$ cat src/rtl/operand_dispatcher_pkg.sv
// Shared types and constants for the operand dispatcher slice.
// Latency: n/a (declarations only).
// Backpressure: n/a (declarations only).
package operand_dispatcher_pkg;

    // Dispatcher FSM: IDLE waits for work, ISSUE is the one-cycle start pulse,
    // WAIT holds the operands until the multiplier reports completion.
    typedef enum logic [1:0] {
        ST_IDLE  = 2'd0,
        ST_ISSUE = 2'd1,
        ST_WAIT  = 2'd2
    } state_e;

    // Width of the optional issued-operation counter.
    localparam int STATS_W = 16;

    // Occupancy width: must represent 0..depth inclusive.
    function automatic int occ_width(input int depth);
        return $clog2(depth) + 1;
    endfunction

endpackage

$ cat src/rtl/operand_dispatcher_if.sv
// Bundle of producer-side and multiplier-side signals for the dispatcher.
// Latency: n/a (wiring only).
// Backpressure: o_ready back to the producer; the multiplier side has none.
//
// Signals (directions as seen by the dispatcher, i.e. the slave modport):
//   i_valid, i_multiplicand, i_multiplier : producer operand pair + valid
//   o_ready                               : dispatcher can accept a pair
//   o_start, o_multiplicand, o_multiplier : issue to the multiplier
//   i_finished                            : multiplier completion pulse
//   o_busy, o_count                       : status (FSM active, FIFO occupancy)
// master: the environment (producer + multiplier); slave: the dispatcher.
interface operand_dispatcher_if
    import operand_dispatcher_pkg::*;
#(
    parameter int BITS  = 8,
    parameter int DEPTH = 4
);
    logic                         i_valid;
    logic                         o_ready;
    logic [BITS-1:0]              i_multiplicand;
    logic [BITS-1:0]              i_multiplier;
    logic                         o_start;
    logic [BITS-1:0]              o_multiplicand;
    logic [BITS-1:0]              o_multiplier;
    logic                         i_finished;
    logic                         o_busy;
    logic [occ_width(DEPTH)-1:0]  o_count;

    modport master (
        output i_valid, i_multiplicand, i_multiplier, i_finished,
        input  o_ready, o_start, o_multiplicand, o_multiplier, o_busy, o_count
    );

    modport slave (
        input  i_valid, i_multiplicand, i_multiplier, i_finished,
        output o_ready, o_start, o_multiplicand, o_multiplier, o_busy, o_count
    );

endinterface

$ cat src/rtl/operand_dispatcher_fifo.sv
// operand_fifo: circular buffer holding operand pairs between producer and FSM.
// Latency: a pushed entry is visible at o_rdata / counted in o_count the cycle after the push edge.
// Backpressure: pushes while full and pops while empty are ignored internally.
//
// Ports: i_clock, i_reset (async, active-high); i_push/i_wdata/o_full write side;
//        i_pop/o_rdata/o_empty read side (o_rdata is the current head, combinational);
//        o_count occupancy 0..DEPTH.
// DEPTH must be a power of two so the pointers wrap by natural overflow.
module operand_fifo
    import operand_dispatcher_pkg::*;
#(
    parameter int WIDTH = 16,
    parameter int DEPTH = 4
) (
    input  logic                        i_clock,
    input  logic                        i_reset,
    input  logic                        i_push,
    input  logic [WIDTH-1:0]            i_wdata,
    output logic                        o_full,
    input  logic                        i_pop,
    output logic [WIDTH-1:0]            o_rdata,
    output logic                        o_empty,
    output logic [occ_width(DEPTH)-1:0] o_count
);
    localparam int AW = $clog2(DEPTH);
    localparam int CW = occ_width(DEPTH);

    logic [WIDTH-1:0] mem_q [DEPTH];
    logic [AW-1:0]    wr_ptr_q, rd_ptr_q;
    logic [CW-1:0]    count_q;
    logic             push_ok, pop_ok;

    assign o_full  = (count_q == CW'(DEPTH));
    assign o_empty = (count_q == '0);
    // Full refuses a push even when a pop happens on the same edge.
    assign push_ok = i_push & ~o_full;
    assign pop_ok  = i_pop & ~o_empty;
    assign o_rdata = mem_q[rd_ptr_q];
    assign o_count = count_q;

    always_ff @(posedge i_clock or posedge i_reset) begin
        if (i_reset) begin
            wr_ptr_q <= '0;
            rd_ptr_q <= '0;
            count_q  <= '0;
        end else begin
            if (push_ok) wr_ptr_q <= wr_ptr_q + AW'(1);
            if (pop_ok)  rd_ptr_q <= rd_ptr_q + AW'(1);
            case ({push_ok, pop_ok})
                2'b10:   count_q <= count_q + CW'(1);
                2'b01:   count_q <= count_q - CW'(1);
                default: count_q <= count_q;
            endcase
        end
    end

    // Storage needs no reset: entries are only read once counted as valid.
    always_ff @(posedge i_clock) begin
        if (push_ok) mem_q[wr_ptr_q] <= i_wdata;
    end

endmodule

$ cat src/rtl/operand_dispatcher.sv
// operand_dispatcher: queues operand pairs and issues them one at a time to a shift-add multiplier.
// Latency: push at E0 into an idle, empty block -> pop at E1 -> o_start high the cycle after E1.
// Backpressure: o_ready = FIFO not full; the next pair waits in WAIT until i_finished.
//
// Ports: i_clock, i_reset (async, active-high); bus (operand_dispatcher_if.slave) carries the
//        producer handshake, multiplier issue/finish signals and o_busy/o_count status.
// Optional macro OPERAND_DISPATCHER_STATS_EN adds o_issued (pop counter, wraps) and
//        o_overflow (sticky: valid seen while not ready).
module operand_dispatcher
    import operand_dispatcher_pkg::*;
#(
    parameter int BITS  = 8,
    parameter int DEPTH = 4
) (
    input  logic                i_clock,
    input  logic                i_reset,
    operand_dispatcher_if.slave bus
`ifdef OPERAND_DISPATCHER_STATS_EN
    ,
    output logic [STATS_W-1:0]  o_issued,
    output logic                o_overflow
`endif
);
    localparam int CW = occ_width(DEPTH);

    state_e            state_q, state_d;
    logic              pop;
    logic              fifo_full, fifo_empty;
    logic [2*BITS-1:0] head;
    logic [CW-1:0]     count;
    logic [BITS-1:0]   mcand_q, mcand_d;
    logic [BITS-1:0]   mplier_q, mplier_d;

    operand_fifo #(
        .WIDTH (2*BITS),
        .DEPTH (DEPTH)
    ) u_fifo (
        .i_clock (i_clock),
        .i_reset (i_reset),
        .i_push  (bus.i_valid),
        .i_wdata ({bus.i_multiplicand, bus.i_multiplier}),
        .o_full  (fifo_full),
        .i_pop   (pop),
        .o_rdata (head),
        .o_empty (fifo_empty),
        .o_count (count)
    );

    // Next state and pop decision. i_finished only matters in WAIT; a finish
    // with work queued goes straight back to ISSUE so the multiplier idles
    // for just one cycle between operations.
    always_comb begin
        state_d = state_q;
        pop     = 1'b0;
        case (state_q)
            ST_IDLE: begin
                if (!fifo_empty) begin
                    state_d = ST_ISSUE;
                    pop     = 1'b1;
                end
            end
            ST_ISSUE: state_d = ST_WAIT;
            ST_WAIT: begin
                if (bus.i_finished) begin
                    if (!fifo_empty) begin
                        state_d = ST_ISSUE;
                        pop     = 1'b1;
                    end else begin
                        state_d = ST_IDLE;
                    end
                end
            end
            default: state_d = ST_IDLE;
        endcase
    end

    // Operands load only on a pop so they stay stable from issue to finish
    // and keep their last values while idle.
    always_comb begin
        mcand_d  = mcand_q;
        mplier_d = mplier_q;
        if (pop) begin
            mcand_d  = head[2*BITS-1:BITS];
            mplier_d = head[BITS-1:0];
        end
    end

    always_ff @(posedge i_clock or posedge i_reset) begin
        if (i_reset) begin
            state_q  <= ST_IDLE;
            mcand_q  <= '0;
            mplier_q <= '0;
        end else begin
            state_q  <= state_d;
            mcand_q  <= mcand_d;
            mplier_q <= mplier_d;
        end
    end

    // Start is decoded from the state register, so it is glitch-free and
    // drops asynchronously with reset.
    assign bus.o_start        = (state_q == ST_ISSUE);
    assign bus.o_busy         = (state_q != ST_IDLE);
    assign bus.o_ready        = ~fifo_full;
    assign bus.o_count        = count;
    assign bus.o_multiplicand = mcand_q;
    assign bus.o_multiplier   = mplier_q;

`ifdef OPERAND_DISPATCHER_STATS_EN
    logic [STATS_W-1:0] issued_q;
    logic               overflow_q;

    always_ff @(posedge i_clock or posedge i_reset) begin
        if (i_reset) begin
            issued_q   <= '0;
            overflow_q <= 1'b0;
        end else begin
            if (pop) issued_q <= issued_q + STATS_W'(1);
            if (bus.i_valid && fifo_full) overflow_q <= 1'b1;
        end
    end

    assign o_issued   = issued_q;
    assign o_overflow = overflow_q;
`endif

endmodule
$ cat src/flat_wrapper.sv
// flat-port wrapper written by rule: the top's interface ports become plain ports
module operand_dispatcher_flat import operand_dispatcher_pkg::*;
#(
    parameter int BITS  = 8,
    parameter int DEPTH = 4
)
  (i_clock, i_reset, bus_i_valid, bus_i_multiplicand, bus_i_multiplier, bus_i_finished, bus_o_ready, bus_o_start, bus_o_multiplicand, bus_o_multiplier, bus_o_busy, bus_o_count);
  operand_dispatcher_if #(.BITS(BITS), .DEPTH(DEPTH)) bus_i ();
  input  logic i_clock;
  input  logic i_reset;
  input wire logic [$bits(bus_i.i_valid)-1:0] bus_i_valid;
  input wire logic [$bits(bus_i.i_multiplicand)-1:0] bus_i_multiplicand;
  input wire logic [$bits(bus_i.i_multiplier)-1:0] bus_i_multiplier;
  input wire logic [$bits(bus_i.i_finished)-1:0] bus_i_finished;
  output wire logic [$bits(bus_i.o_ready)-1:0] bus_o_ready;
  output wire logic [$bits(bus_i.o_start)-1:0] bus_o_start;
  output wire logic [$bits(bus_i.o_multiplicand)-1:0] bus_o_multiplicand;
  output wire logic [$bits(bus_i.o_multiplier)-1:0] bus_o_multiplier;
  output wire logic [$bits(bus_i.o_busy)-1:0] bus_o_busy;
  output wire logic [$bits(bus_i.o_count)-1:0] bus_o_count;
  assign bus_i.i_valid = bus_i_valid;
  assign bus_i.i_multiplicand = bus_i_multiplicand;
  assign bus_i.i_multiplier = bus_i_multiplier;
  assign bus_i.i_finished = bus_i_finished;
  assign bus_o_ready = bus_i.o_ready;
  assign bus_o_start = bus_i.o_start;
  assign bus_o_multiplicand = bus_i.o_multiplicand;
  assign bus_o_multiplier = bus_i.o_multiplier;
  assign bus_o_busy = bus_i.o_busy;
  assign bus_o_count = bus_i.o_count;
  operand_dispatcher #(.BITS(BITS), .DEPTH(DEPTH)) u_core (.i_clock(i_clock), .i_reset(i_reset), .bus(bus_i));
endmodule
$ cat config.mk
export PLATFORM = sky130hd
export DESIGN_NAME = operand_dispatcher_flat
export DESIGN_NICKNAME = d
export VERILOG_FILES = /design/src/rtl/operand_dispatcher_pkg.sv /design/src/rtl/operand_dispatcher_if.sv /design/src/rtl/operand_dispatcher_fifo.sv /design/src/rtl/operand_dispatcher.sv /design/src/flat_wrapper.sv
export SDC_FILE = /design/constraint.sdc
export NUM_CORES = 1
export LEC_CHECK = 0
export CAP_MARGIN = 20
export CORE_MARGIN = 2
export CORE_UTILIZATION = 45
export CTS_CLUSTER_DIAMETER = 150
export CTS_CLUSTER_SIZE = 10
export DETAILED_ROUTE_END_ITERATION = 16
export GPL_TIMING_DRIVEN = 0
export PLACE_DENSITY = 0.67
export SLEW_MARGIN = 20
export SYNTH_ARGS = -nofsm -noshare
export SYNTH_HDL_FRONTEND = slang
export SYNTH_SLANG_ARGS = --single-unit
$ cat constraint.sdc
create_clock -name i_clock -period 2.55 [get_ports i_clock]
set_clock_uncertainty 0.1 [all_clocks]
set_input_delay 0.255 -clock i_clock [delete_from_list [all_inputs] [get_ports i_clock]]
set_output_delay 0.255 -clock i_clock [all_outputs]
set_load 0.1 [all_outputs]
==> results_dict.tcl, run 1 <==
set metrics [dict create \
    status "finished, final reports clean" \
    diodes 0 \
    clk_path_buf_depth 2 \
    dr.pass1.iters 4 \
    multi_input_area_um2 885 \
    netlist_instances 163 \
    grt_usage 0.139 \
    synthFlopType "edfxtp_1" \
    via_count 1623 \
    synth.distinct_cells 28 \
    worstPathRequired_ns 2.19 \
    min_period_ns 2.44 \
    grt_pass1_vias 1674 \
    rows 32 \
    synth_area_leaders "edfxtp_1 (55%), dfrtp_1 (18%), mux4_1 (6.0%)" \
    dieArea_um2 8500 \
    die_x_um 92.2 \
    worst_pin_slew_ns 0.980 \
    synth_most_common_cell "edfxtp_1" \
    min_period_over_period 0.957 \
    netlist_area_um2 3500 \
    slew_headroom 0.345 \
    ant_nets 0 \
    syn_nets 189 \
    tritoncts "yes" \
    path_buf_inv 1 \
    hold_buffers 0 \
    max_freq_ghz 0.410 \
    cts_buffers 9 \
    cp_slowest_cell "clkdlybuf4s50_1" \
    seq_area_um2 2560 \
    reg2reg_to "u_core.u_fifo.o_count[2]" \
    grt_max_degree 26 \
    cts_max_level 3 \
    antenna_found_initial 0 \
    die_y_um 92.2 \
    ys_seq_area_frac 0.728 \
    postSynth.asyncResetShare 0.281 \
    setup_violations 0 \
    routed_wl_mm 5.31 \
    final_nets 243 \
    drive_above_1_share 0.261 \
    finalSetupTns_ns 0 \
    synth-edff-count 64 \
    r2r-start "u_core.u_fifo.o_count[1]" \
    syn_area_per_cell_um2 21.5 \
    drcViolationCount 0 \
    syn_to_final_growth_pct 22.6 \
    nFillCells 589 \
    cts_num_sinks 89 \
    dp_hpwl_mm 3.28 \
    reg2reg_depth 9 \
    start_kind "register" \
    critPathKind "register to output pin" \
    yosysTopAreaCell "edfxtp_1" \
    yosys-top-cells-count "edfxtp_1 (64), dfrtp_1 (25)" \
    hp-class "input port to async pin" \
    critPathMaxStageDelay_ns 0.96 \
    critPathMaxFanout 5 \
    crit_arrival_ns 2.08 \
    end_kind "output pin" \
    synth-seq-cells 89 \
    grt_pass1_wl_mm 8.68 \
    dpl_worst_slack_ns -0.156 \
    slew_viol_final 0 \
    start_util 0.457 \
    wl_per_cell_um 16.4 \
    rsz0062_at_grt "false" \
    critical-path-top-delay-family "buffers and inverters" \
    ctsRootBufferMaster "clkbuf_8" \
    io_buffers 41 \
    crit_chain "or2_2 -> clkdlybuf4s50_1" \
    clkTransAtPathRegs_ns 0.09 \
    worst-r2r-setup-slack_ns 0.28 \
    layout_setup_ws_ns 0.111 \
    core_um2 7650 \
    yosysTopAreaCellShare 0.549 \
    hold_viol 0 \
    first_iter_violations 96 \
    maxCapViolCount 0 \
    globalRouteOverflowTotal 0 \
    pin_count 42 \
    viasPerCell 5.01 \
    gp_congestion 0.692 \
    insertion_delay_ns 0.34 \
    yosys_warnings 0 \
]
metrics by stage:
stage	cell area, µm²	cells	hold WS (ns)	utilization
6_report	4290	324	0.181	0.561
5_1_grt	4290	324	0.234	0.561
4_1_cts	4270	322	0.395	0.559
3_5_place_dp	4060	306	0.392	0.531
3_3_place_gp	4060	306	0.394	0.531
2_1_floorplan	3520	163	0.182	-
routing by layer:
layer	global-route usage	routed length (µm)
met2	0.220	2670
met1	0.188	2410
met5	0	0
met3	0.0403	178
met4	0.0410	46
worst max-delay path by stage:
| stage | from | end | depth (start not counted) |
|---|---|---|---|
| after CTS | u_core.state_q[0] | bus_o_start | 3 |
| after global routing | u_core.state_q[0] | bus_o_busy | 2 |
| after detailed placement | bus_i_finished | u_core.u_fifo.o_count[2] | 10 |
| final | u_core.state_q[0] | bus_o_busy | 2 |
| after floorplan | u_core.u_fifo.o_count[1] | u_core.u_fifo.o_count[2] | 9 |
| after global placement | bus_i_finished | u_core.u_fifo.o_count[2] | 10 |
cells by family after synthesis:
family	count (synthesis)	synth area share
flip-flops	89	0.728
multiplexers	34	0.178
AND/OR/NAND/NOR	14	0.0300
buffers and inverters	13	0.0232
XOR/XNOR	6	0.0150
adder cells (fa/ha/maj)	6	0.0236
AO/OA/AOI/OAI	1	0.00215
sequential cells by signal, indices dropped and copies added (netlist names):
signal / cells
u_core.u_fifo.o_count: 3
u_core.bus.o_multiplier: 8
u_core.u_fifo.rd_ptr_q: 2
u_core.u_fifo.mem_q: 64
u_core.u_fifo.wr_ptr_q: 2
u_core.state_q: 2
u_core.bus.o_multiplicand: 8
worst reg2reg max path, cell delays in order, from the launching register on:
cell     delay, ns
dfrtp_4       0.50
or3b_4        0.43
and2_4        0.17
inv_2         0.06
ha_4          0.13
inv_2         0.04
fa_2          0.34
xor2_1        0.14
nor2_1        0.12
xor2_1        0.16
placed cells by master (no fill, tap or decap), types with 4 or more instances in the layout:
cell type / count
mux4_1: 8
xor2_1: 4
clkdlybuf4s50_1: 39
edfxtp_1: 64
mux2_2: 8
inv_1: 5
dfrtp_1: 22
ha_1: 4
mux4_2: 8
clkbuf_8: 9
and3_1: 4
mux2_4: 8
what timing repair did:
item	4_1_cts	5_1_grt
endpoints found under the hold margin	0	0
gates resized for setup	1	1
setup buffers	0	2
pin swaps	0	1
setup endpoints to repair	1	2
layout make-up:
type / count / area share
clock inverters: 6 / 0.0193
clock buffers: 10 / 0.0298
well taps: 102 / 0.0298
repair buffers: 43 / 0.0995
flip-flops and latches: 89 / 0.597
plain buffers: 5 / 0.0120
inverters: 8 / 0.00700
multi-input cells: 61 / 0.206
Power of run 1 is left out: the tool's default activity adds up to more than one toggle a clock period on the data nets, which glitch-free logic cannot reach.
==> inputs of run 2 (changes only) <==
- CORE_UTILIZATION: 45 -> 46
- PLACE_DENSITY: 0.67 -> 0.68
==> run 2 against run 1 <==
Worst setup slack gained 0.0014 ns. Highest routed layer unchanged. Die area decreased by 2.1%. Clock-buffer cell count rose by 1. Global-route usage rose by 2.1 points. Final cell count unchanged. Sequential share of layout area down 0.55 points. Critical path type unchanged. Routed wire length grew 13%. Core utilization up 3.3 points. Cell area is 0.93% higher. Sequential cell count unchanged.
==> results_dict.tcl, run 2 (synthesized netlist as in run 1, its figures left out) <==
set metrics [dict create \
    hold_viol 0 \
    reg2reg_depth 10 \
    drive_above_1_share 0.271 \
    pin_count 42 \
    slew_headroom 0.340 \
    critPathMaxFanout 5 \
    core_um2 7290 \
    final_cell_mix "edfxtp_1 (64), clkdlybuf4s50_1 (39), dfrtp_1 (22), clkbuf_8 (11)" \
    regMostFlops "u_core.u_fifo.mem_q" \
    gp_congestion 0.691 \
    diodes 0 \
    clkTransAtPathRegs_ns 0.08 \
    cts_buffers 9 \
    min_period_ns 2.44 \
    hp-class "input port to async pin" \
    worstPathRequired_ns 2.19 \
    globalRouteOverflowTotal 0 \
    cts_max_level 3 \
    hold-worst-slack_ns 0.0689 \
    drcViolationCount 0 \
    crit_chain "or2_2 -> clkdlybuf4s50_1" \
    rsz0062_at_grt "false" \
    maxCapViolCount 0 \
    viasPerCell 5.09 \
    status "finished, final reports clean" \
    grt_pass1_wl_mm 9.71 \
    final_common_cell "edfxtp_1" \
    grt_max_degree 26 \
    io_buffers 41 \
    rows 31 \
    die_y_um 91.2 \
    first_iter_violations 75 \
    cts_num_sinks 89 \
    multi_input_area_um2 885 \
    dp_hpwl_mm 4.04 \
    start_util 0.480 \
    insertion_delay_ns 0.35 \
    largest_register_ffs 64 \
    dieArea_um2 8320 \
    ant_nets 0 \
    critPathLaunch "u_core.state_q[0]" \
    nFillCells 561 \
    antenna_found_initial 0 \
    worst-r2r-setup-slack_ns 0.18 \
    wl_per_cell_um 18.6 \
    grt_usage 0.160 \
    end_kind "output pin" \
    critPathMaxStageDelay_ns 0.97 \
    r2r-start "u_core.state_q[1]" \
    hold_buffers 0 \
    routed_wl_mm 6.01 \
    via_count 1649 \
    start_kind "register" \
    die_x_um 91.2 \
    crit_arrival_ns 2.08 \
    min_period_over_period 0.956 \
    critPathKind "register to output pin" \
    grt_pass1_vias 1839 \
    clk_path_buf_depth 2 \
    syn_to_final_growth_pct 23.7 \
    setup_violations 0 \
    final_nets 246 \
    max_freq_ghz 0.410 \
    seq_area_um2 2560 \
    slew_viol_final 0 \
    cp_slowest_cell "clkdlybuf4s50_1" \
    tritoncts "yes" \
    dr.pass1.iters 4 \
    reg2reg_to "u_core.u_fifo.o_count[2]" \
    ctsRootBufferMaster "clkbuf_8" \
    worst_pin_slew_ns 0.987 \
]
==> run 2: changes by cell type in the layout (fill, tap and decap cells not counted), sizes merged <==
| cell | delta |
|---|---|
| buf | +3 |
| bufinv | -1 |
| clkbuf | +1 |
| clkinv | +1 |
| dlygate4sd2 | +1 |
| dlymetal6s2s | -1 |
| inv | -1 |
==> run 2: metrics by stage <==
stage	cell area, µm²	utilization	TNS, ns	setup slack (ns)	instances
final	4330	0.594	0	0.112	324
after global routing	4330	0.594	0	0.0519	324
after CTS	4270	0.586	0	0.0731	319
after detailed placement	4060	0.557	-0.174	-0.174	303
after global placement	4060	0.557	-0.0652	-0.0652	303
after floorplan	3520	-	-0.0156	-0.0156	163
==> run 2: timing repair <==
action	in CTS	in global routing
pin swaps	0	1
endpoints found under the setup margin	2	1
setup buffers	0	4
gates resized for setup	2	0
==> run 2: worst max-delay path by stage <==
| stage | slack (ns) | endpoint |
|---|---|---|
| final | 0.11 | bus_o_busy |
| after global routing | 0.05 | bus_o_busy |
| after CTS | 0.07 | u_core.u_fifo.o_count[2] |
| after detailed placement | -0.17 | u_core.u_fifo.o_count[2] |
| after global placement | -0.07 | u_core.u_fifo.o_count[2] |
| after floorplan | -0.02 | u_core.u_fifo.o_count[2] |
==> run 2: worst max-delay path: cells and delay by family, from the launching register on <==
kind	cells	cell delay (ns)
flip-flops	1	0.45
AND/OR/NAND/NOR	1	0.32
buffers and inverters	1	0.97
==> run 2: cell type report <==
| type | count | share of cell area |
|---|---|---|
| Buffer | 5 | 0.0118 |
| Clock buffer | 11 | 0.0350 |
| Clock inverter | 5 | 0.0147 |
| Inverter | 8 | 0.00694 |
| Multi-Input combinational cell | 61 | 0.204 |
| Sequential cell | 89 | 0.591 |
| Tap cell | 99 | 0.0286 |
| Timing Repair Buffer | 46 | 0.108 |
==> run 2: routing by layer <==
metal | GRT usage | wire (µm) | vias up
met4 | 0.0581 | 89 | 0
met2 | 0.270 | 3180 | 35
met5 | 0 | 0 | -
li1 | - | - | 749
met3 | 0.0498 | 242 | 11
met1 | 0.194 | 2500 | 854
Power of run 2 is left out for the same reason.
